<file path="config.mk">
export PLATFORM = sky130hd
export DESIGN_NAME = if_prefetch_unit
export DESIGN_NICKNAME = d
export VERILOG_FILES = /design/src/rtl/if_prefetch_unit.sv
export SDC_FILE = /design/constraint.sdc
export NUM_CORES = 1
export LEC_CHECK = 0
export CELL_PAD_IN_SITES_DETAIL_PLACEMENT = 1
export CELL_PAD_IN_SITES_GLOBAL_PLACEMENT = 1
export CORE_ASPECT_RATIO = 0.7
export CORE_MARGIN = 1.5
export CORE_UTILIZATION = 50
export DETAILED_ROUTE_END_ITERATION = 8
export PLACE_DENSITY = 0.84
export SYNTH_ARGS = -nofsm -noshare
export SYNTH_HDL_FRONTEND = slang
export SYNTH_SLANG_ARGS = --single-unit
</file>
<file path="constraint.sdc">
create_clock -name clk -period 11.3 [get_ports clk]
set_clock_uncertainty 0.15 [all_clocks]
set_input_delay 2.825 -clock clk [delete_from_list [all_inputs] [get_ports clk]]
set_output_delay 2.825 -clock clk [all_outputs]
set_load 0.05 [all_outputs]
</file>
<file path="src/rtl/if_prefetch_unit.sv">
// if_prefetch_unit: instruction fetch front end. Issues pipelined requests over
// a req/gnt/rvalid handshake and buffers {pc, instr} pairs in a prefetch FIFO.
// A redirect flushes the FIFO and turns in-flight requests into discards.
module if_prefetch_unit #(
  parameter int unsigned     XLEN            = 32,
  parameter logic [XLEN-1:0] RESET_PC        = '0,
  parameter int unsigned     DEPTH           = 4,
  parameter int unsigned     MAX_OUTSTANDING = 2
) (
  input  logic            clk,
  input  logic            reset_n,
  input  logic            redirect_valid,
  input  logic [XLEN-1:0] redirect_pc,
  output logic            out_valid,
  input  logic            out_ready,
  output logic [XLEN-1:0] out_pc,
  output logic [XLEN-1:0] out_instr,
  output logic            imem_req,
  output logic [XLEN-1:0] imem_addr,
  input  logic            imem_gnt,
  input  logic            imem_rvalid,
  input  logic [XLEN-1:0] imem_rdata
);

  localparam int unsigned PW = (DEPTH > 1) ? $clog2(DEPTH) : 1;
  localparam int unsigned QW = (MAX_OUTSTANDING > 1) ? $clog2(MAX_OUTSTANDING) : 1;
  localparam int unsigned CW = $clog2(DEPTH + MAX_OUTSTANDING + 1) + 1;
  localparam logic [CW-1:0] C_DEPTH = CW'(DEPTH);
  localparam logic [CW-1:0] C_MAX   = CW'(MAX_OUTSTANDING);
  localparam logic [QW-1:0] C_QLAST = QW'(MAX_OUTSTANDING - 1);

  logic [XLEN-1:0] r_fetch_pc;
  logic [CW-1:0]   r_live_cnt;
  logic [CW-1:0]   r_discard_cnt;
  logic [CW-1:0]   r_fifo_cnt;
  logic [PW-1:0]   r_wr_ptr;
  logic [PW-1:0]   r_rd_ptr;
  logic [XLEN-1:0] r_fifo_pc    [DEPTH];
  logic [XLEN-1:0] r_fifo_instr [DEPTH];
  logic [XLEN-1:0] r_q_pc       [MAX_OUTSTANDING];
  logic [QW-1:0]   r_q_wr;
  logic [QW-1:0]   r_q_rd;

  logic [CW-1:0]    w_total;
  logic             w_issue;
  logic             w_live_rsp;
  logic             w_drop;
  logic             w_push;
  logic             w_pop;
  logic [XLEN-1:0]  w_redirect_target;
  logic [DEPTH-1:0] w_fifo_we;
  logic [QW-1:0]    w_q_wr_next;
  logic [QW-1:0]    w_q_rd_next;

  // Credit rule: a live request always has a FIFO slot reserved, so an
  // rvalid can never find the FIFO full. Held low while in reset.
  assign w_total    = r_live_cnt + r_discard_cnt;
  assign imem_req   = reset_n && !redirect_valid && (w_total < C_MAX) &&
                      ((r_fifo_cnt + r_live_cnt) < C_DEPTH);
  assign imem_addr  = r_fetch_pc;
  assign w_issue    = imem_req && imem_gnt;
  // Killed requests come back first (in-order memory), so drain them before live data.
  assign w_drop     = imem_rvalid && (r_discard_cnt != '0);
  assign w_live_rsp = imem_rvalid && (r_discard_cnt == '0);
  assign w_push     = w_live_rsp && !redirect_valid;
  assign w_pop      = out_valid && out_ready && !redirect_valid;
  assign w_redirect_target = redirect_pc & ~XLEN'(3);

  assign out_valid = (r_fifo_cnt != '0);
  assign out_pc    = r_fifo_pc[r_rd_ptr];
  assign out_instr = r_fifo_instr[r_rd_ptr];

  // PC queue pointers wrap at MAX_OUTSTANDING, which need not be a power of two.
  assign w_q_wr_next = (r_q_wr == C_QLAST) ? '0 : r_q_wr + QW'(1);
  assign w_q_rd_next = (r_q_rd == C_QLAST) ? '0 : r_q_rd + QW'(1);

  // One-hot write enable per FIFO slot.
  generate
    for (genvar gi = 0; gi < DEPTH; gi++) begin : g_we
      assign w_fifo_we[gi] = w_push && (r_wr_ptr == PW'(gi));
    end
  endgenerate

  // Fetch PC plus live/discard accounting; a redirect moves live requests to discards.
  always_ff @(posedge clk or negedge reset_n) begin
    if (!reset_n) begin
      r_fetch_pc    <= RESET_PC;
      r_live_cnt    <= '0;
      r_discard_cnt <= '0;
    end else if (redirect_valid) begin
      r_fetch_pc    <= w_redirect_target;
      r_live_cnt    <= '0;
      r_discard_cnt <= r_discard_cnt + r_live_cnt - CW'(imem_rvalid);
    end else begin
      if (w_issue) begin
        r_fetch_pc <= r_fetch_pc + XLEN'(4);
      end
      r_live_cnt    <= r_live_cnt + CW'(w_issue) - CW'(w_live_rsp);
      r_discard_cnt <= r_discard_cnt - CW'(w_drop);
    end
  end

  // In-flight PC queue pointers; cleared on redirect since every entry becomes a discard.
  always_ff @(posedge clk or negedge reset_n) begin
    if (!reset_n) begin
      r_q_wr <= '0;
      r_q_rd <= '0;
    end else if (redirect_valid) begin
      r_q_wr <= '0;
      r_q_rd <= '0;
    end else begin
      if (w_issue)    r_q_wr <= w_q_wr_next;
      if (w_live_rsp) r_q_rd <= w_q_rd_next;
    end
  end

  // In-flight PC storage, written at issue time.
  always_ff @(posedge clk) begin
    if (w_issue) begin
      r_q_pc[r_q_wr] <= r_fetch_pc;
    end
  end

  // Prefetch FIFO pointers and occupancy; push and pop may coincide.
  always_ff @(posedge clk or negedge reset_n) begin
    if (!reset_n) begin
      r_wr_ptr   <= '0;
      r_rd_ptr   <= '0;
      r_fifo_cnt <= '0;
    end else if (redirect_valid) begin
      r_wr_ptr   <= '0;
      r_rd_ptr   <= '0;
      r_fifo_cnt <= '0;
    end else begin
      r_wr_ptr   <= r_wr_ptr + PW'(w_push);
      r_rd_ptr   <= r_rd_ptr + PW'(w_pop);
      r_fifo_cnt <= r_fifo_cnt + CW'(w_push) - CW'(w_pop);
    end
  end

  // Prefetch FIFO storage: returned word paired with the PC popped from the queue.
  always_ff @(posedge clk or negedge reset_n) begin
    if (!reset_n) begin
      for (int i = 0; i < DEPTH; i++) begin
        r_fifo_pc[i]    <= RESET_PC;
        r_fifo_instr[i] <= '0;
      end
    end else begin
      for (int i = 0; i < DEPTH; i++) begin
        if (w_fifo_we[i]) begin
          r_fifo_pc[i]    <= r_q_pc[r_q_rd];
          r_fifo_instr[i] <= imem_rdata;
        end
      end
    end
  end

endmodule

</file>
==> impl_summary.md <==
Run status
The run finished with clean final reports.

Routing
The routed wirelength normalized by instance count is roughly 23 µm. After detailed routing, the number of remaining DRC violations is 0. The first-pass detailed-route iteration total is 5.

The antenna violation net count after detailed routing is 0. The highest layer touched by signal routing is met4. For this block, the routed nets add up to roughly 40 mm of wire. For this block, the initial DRC count from the detailed router was between 700 and 800.

Using the TritonRoute via totals, the vias-per-cell ratio works out to 5.77. Summed over all nets, wire length on met2 after detailed routing comes to slightly below 20 mm. The wire length the detailed router placed on met1 is 18.0 mm. Wire segments on met3 add up to roughly 1.6 mm in the final route. The total via count after detailed routing is just over 10000.

Worst setup path
The critical path contains buffers and inverters numbering 2 combined. Data on the critical path is required at its endpoint by between 8 and 9 ns. The worst-path cell with the longest stage delay is clkdlybuf4s50_1. The category of the critical setup timing path is in -> out. On the worst path, the slowest cell contributes a delay of roughly 0.85 ns. STA classifies the critical path endpoint as an output pin. Data on the critical path arrives at its endpoint at 4.63 ns.

Broken down by cell family, the worst path's largest delay share belongs to buffers and inverters. Traced cell by cell, the critical path runs through buf_8 > and4b_1 > o2111a_1 > clkdlybuf4s50_1. The peak fanout along the critical path is 43. The kind of start point of the critical path is a primary input.

Clock network
Counting along the longest clock path gives a buffer depth of 3. Counting every sink on the clock net gives roughly 360. The TritonCTS clock tree is yes. The tree is rooted in a clkbuf_16. The clock reaches the later pin of the worst-skew pair after between 0.5 and 0.6 ns. The number of buffers added for setup after CTS is 0. The CTS buffer count is 36. After clock tree synthesis, the clock-pin slew on the worst setup and hold paths is 0.06 ns. After clock tree synthesis, the repair step resized 0 gates. The H-tree generated during clock tree synthesis spans 2 levels. The hold buffer count at CTS is 0.

Floorplan
The floorplan has 54 rows. From bottom edge to top edge, the die measures between 150 and 200 µm. The die footprint is 32700 µm². The I/O pin total is 168.

The initial core utilization is 50.8%. The area of the core is 31100 µm². The width of the die is 216 µm.

Yosys
Synthesis handed over a netlist of 1181 instances. After synthesis, the cell types taking the most area are dfrtp_1 47%, edfxtp_1 11%, mux4_2 8.8%. The number of flops mapped to enable cells by yosys is 60. The dominant synthesized flop cell is dfrtp_1. The xor-xnor portion of the synthesized cell area is between 1 and 1.5%. After synthesis the netlist holds a flip-flop and latch count of 356. After synthesis, the netlist uses between 50 and 60 different library cells. The share of async-settable or async-resettable flops after synthesis is 83.1%. The fraction of post-synthesis cell area in the top cell type by area is 46.8%. The synthesized area per cell is around 13 µm².

The number of warnings reported in the yosys synthesis log is 0. The part of the Yosys area used for sequential elements is 58.2%. After Yosys synthesis, full adders, half adders and majority gates account for 2.04% of the synthesized area. The multiplexer area fraction after synthesis is between 20 and 25%. The synthesized netlist occupies a cell area of ~16000 µm². Summed over all instances, the cell type with the most area after synthesis is dfrtp_1. Summing the areas of all compound-gate instances in the mapped netlist gives under 10% of the synthesized area. The simple-gate portion of the synthesized area is 7.35%. The largest family of logic cells by synthesized area is multiplexers.

Placement
Port buffering added around 160 buffers. Summing all placed instances gives a cell area of around 18000 µm². Detailed placement ended at an HPWL of between 20 and 30 mm. The routability-driven placement congestion ratio is 0.793.

Pwr
The reported leakage power is about 8.2 nW. The worst IR drop on VDD is approximately 0.11 mV. The cell area power density is approximately 220 nW/µm².

Power comes to between 4 and 5 mW.

Layout
The layout-stage area growth over the synthesis result is 19.7%. The final layout contains about 1400 nets. The cell area after layout is 18900 µm². The fraction of final layout cells sized beyond drive strength 1 is between 20 and 25%.

Flow run
The tool flagged a number of max-cap violations equal to 0.

Timing
Setup violations remaining at the end of the flow were counted as 0. The final count of pins violating max slew is 0. The number of hold violations in the final report is 0. The final critical-path share of the clock period is around two thirds. Measured against its own limit, the worst slew margin works out to around 27%. For the pin with the worst max-slew slack, the measured transition is 1.08 ns. For the finished layout, the period the worst path requires is around 7.6 ns. The setup TNS after final layout is 0 ns. The highest clock rate is 0.131 GHz. Setup repair after global routing left no endpoint under its margin.

Global route
The total overflow left after global routing is 0. The pin count of the biggest net entering global routing is 81. The initial antenna violation count is 1.

Global routing used about 25% of the available tracks across all layers. The global-route wire length before repair is ~63 mm. The via count of the first global-routing pass is between 10000 and 15000.

Hold path
The kind of path behind the tightest hold check is reg -> reg.
[Yosys cell counts, drive strengths merged, types with 7 or more instances]
cell type / number
clkbuf: 28
nand4: 8
edfxtp: 60
a21oi: 77
nand2: 91
nor2b: 8
mux2: 128
a32oi: 7
xor2: 8
mux2i: 33
ha: 21
inv: 31
nand3: 16
or3: 8
dfrtp: 296
buf: 48
mux4: 62
xnor2: 12
o21ai: 79
nor2: 84
nor3: 11
[report_power, final]
group          switching, mW  total [mW]  leakage (nW)  internal [mW]
clock network          0.506        1.22         0.594          0.719
logic                  0.749        1.26          3.10          0.514
registers              0.138        1.59          4.55           1.45
total                   1.39        4.07          8.24           2.68
[worst paths after layout]
check / slack, ns / cells after the start / endpoint / start
max: 3.69 / 4 / imem_req / reset_n
min: 0.33 / 2 / r_fifo_pc[114]$_DFFE_PN0P_ / r_fifo_pc[114]$_DFFE_PN0P_
max reg2reg: 6.73 / 14 / r_live_cnt[2]$_DFF_PN0_ / r_live_cnt[0]$_DFF_PN0_
min reg2reg: 0.33 / 2 / r_fifo_pc[114]$_DFFE_PN0P_ / r_fifo_pc[114]$_DFFE_PN0P_
max in group asynchronous: 6.91 / 3 / imem_addr[28]$_DFFE_PN0N_ / reset_n
min in group asynchronous: 2.03 / 1 / r_fifo_instr[70]$_DFFE_PN0P_ / reset_n
[cell usage in the layout (no fill, tap or decap), types with 4 or more instances in the layout]
cell type,n
a221o_1,6
o21ai_0,75
mux2_2,98
or3_1,5
a21oi_1,76
nor3_1,11
clkbuf_8,5
and3_1,6
clkbuf_1,8
xnor2_1,12
nor4_1,4
dfrtp_1,293
o31a_1,4
nand4_1,6
mux2_4,30
clkinv_1,5
mux2i_1,33
nand3_1,15
clkbuf_16,38
a21o_1,6
o211ai_1,4
inv_1,30
nand2_1,91
xor2_1,8
ha_1,21
clkinv_2,6
edfxtp_1,60
nor2_1,81
a32oi_1,7
nor2b_1,8
o21ai_1,4
clkdlybuf4s50_1,159
conb_1,4
mux4_2,62
buf_4,16
[routing by layer]
metal  global-route usage [%]  vias up
li1                         -     4559
met1                     34.8     5384
met2                     41.8      233
met3                     3.91       46
met4                     6.43        0
met5                        0        -
[worst register-to-register path, cell delays in order (launching register included)]
cell	delay [ns]
dfrtp_1	0.39
ha_1	0.18
inv_1	0.06
fa_1	0.37
xor2_1	0.27
and4b_1	0.27
nand4_2	0.32
nor2_4	0.70
inv_2	0.44
ha_1	0.41
inv_1	0.04
ha_1	0.20
fa_1	0.38
xnor2_1	0.16
nor2_1	0.07
[final cells by class]
cell class	instances	area (µm²)
tap	420	526
timing repair buffer	177	1730
multi-input combinational	721	6130
inverter	31	116
clock buffer	51	1050
antenna	1	2.50
fill	3024	12200
sequential	356	9220
clock inverter	15	155
[metrics by stage]
step | utilization, % | instances | setup WS (ns) | hold slack (ns)
4_1_cts | 60.7 | 1771 | 3.67 | 0.333
3_5_place_dp | 56.9 | 1705 | 3.68 | 0.319
2_1_floorplan | - | 1184 | 4.69 | 0.295
3_3_place_gp | 56.9 | 1705 | 3.70 | 0.306
6_report | 60.7 | 1772 | 3.69 | 0.328
5_1_grt | 60.7 | 1772 | 3.60 | 0.357
[cells by family (layout without fill, tap and decap cells)]
| logic type | after synthesis | in the layout |
|---|---|---|
| AND/OR/NAND/NOR | 251 | 251 |
| AO/OA/AOI/OAI | 199 | 199 |
| multiplexers | 223 | 223 |
| flip-flops | 356 | 356 |
| adder cells (fa/ha/maj) | 24 | 24 |
| other | 1 | 5 |
| buffers and inverters | 107 | 274 |
| XOR/XNOR | 20 | 20 |
[registers in the layout, indices dropped and copies added, names as in the netlist]
name,cells
r_fifo_instr,128
r_q_wr,1
r_discard_cnt,4
r_fifo_cnt,4
r_wr_ptr,2
r_q_rd,1
r_rd_ptr,2
r_live_cnt,4
r_q_pc,60
r_fifo_pc,120
imem_addr,30
Power figures use the tool's default switching activity.
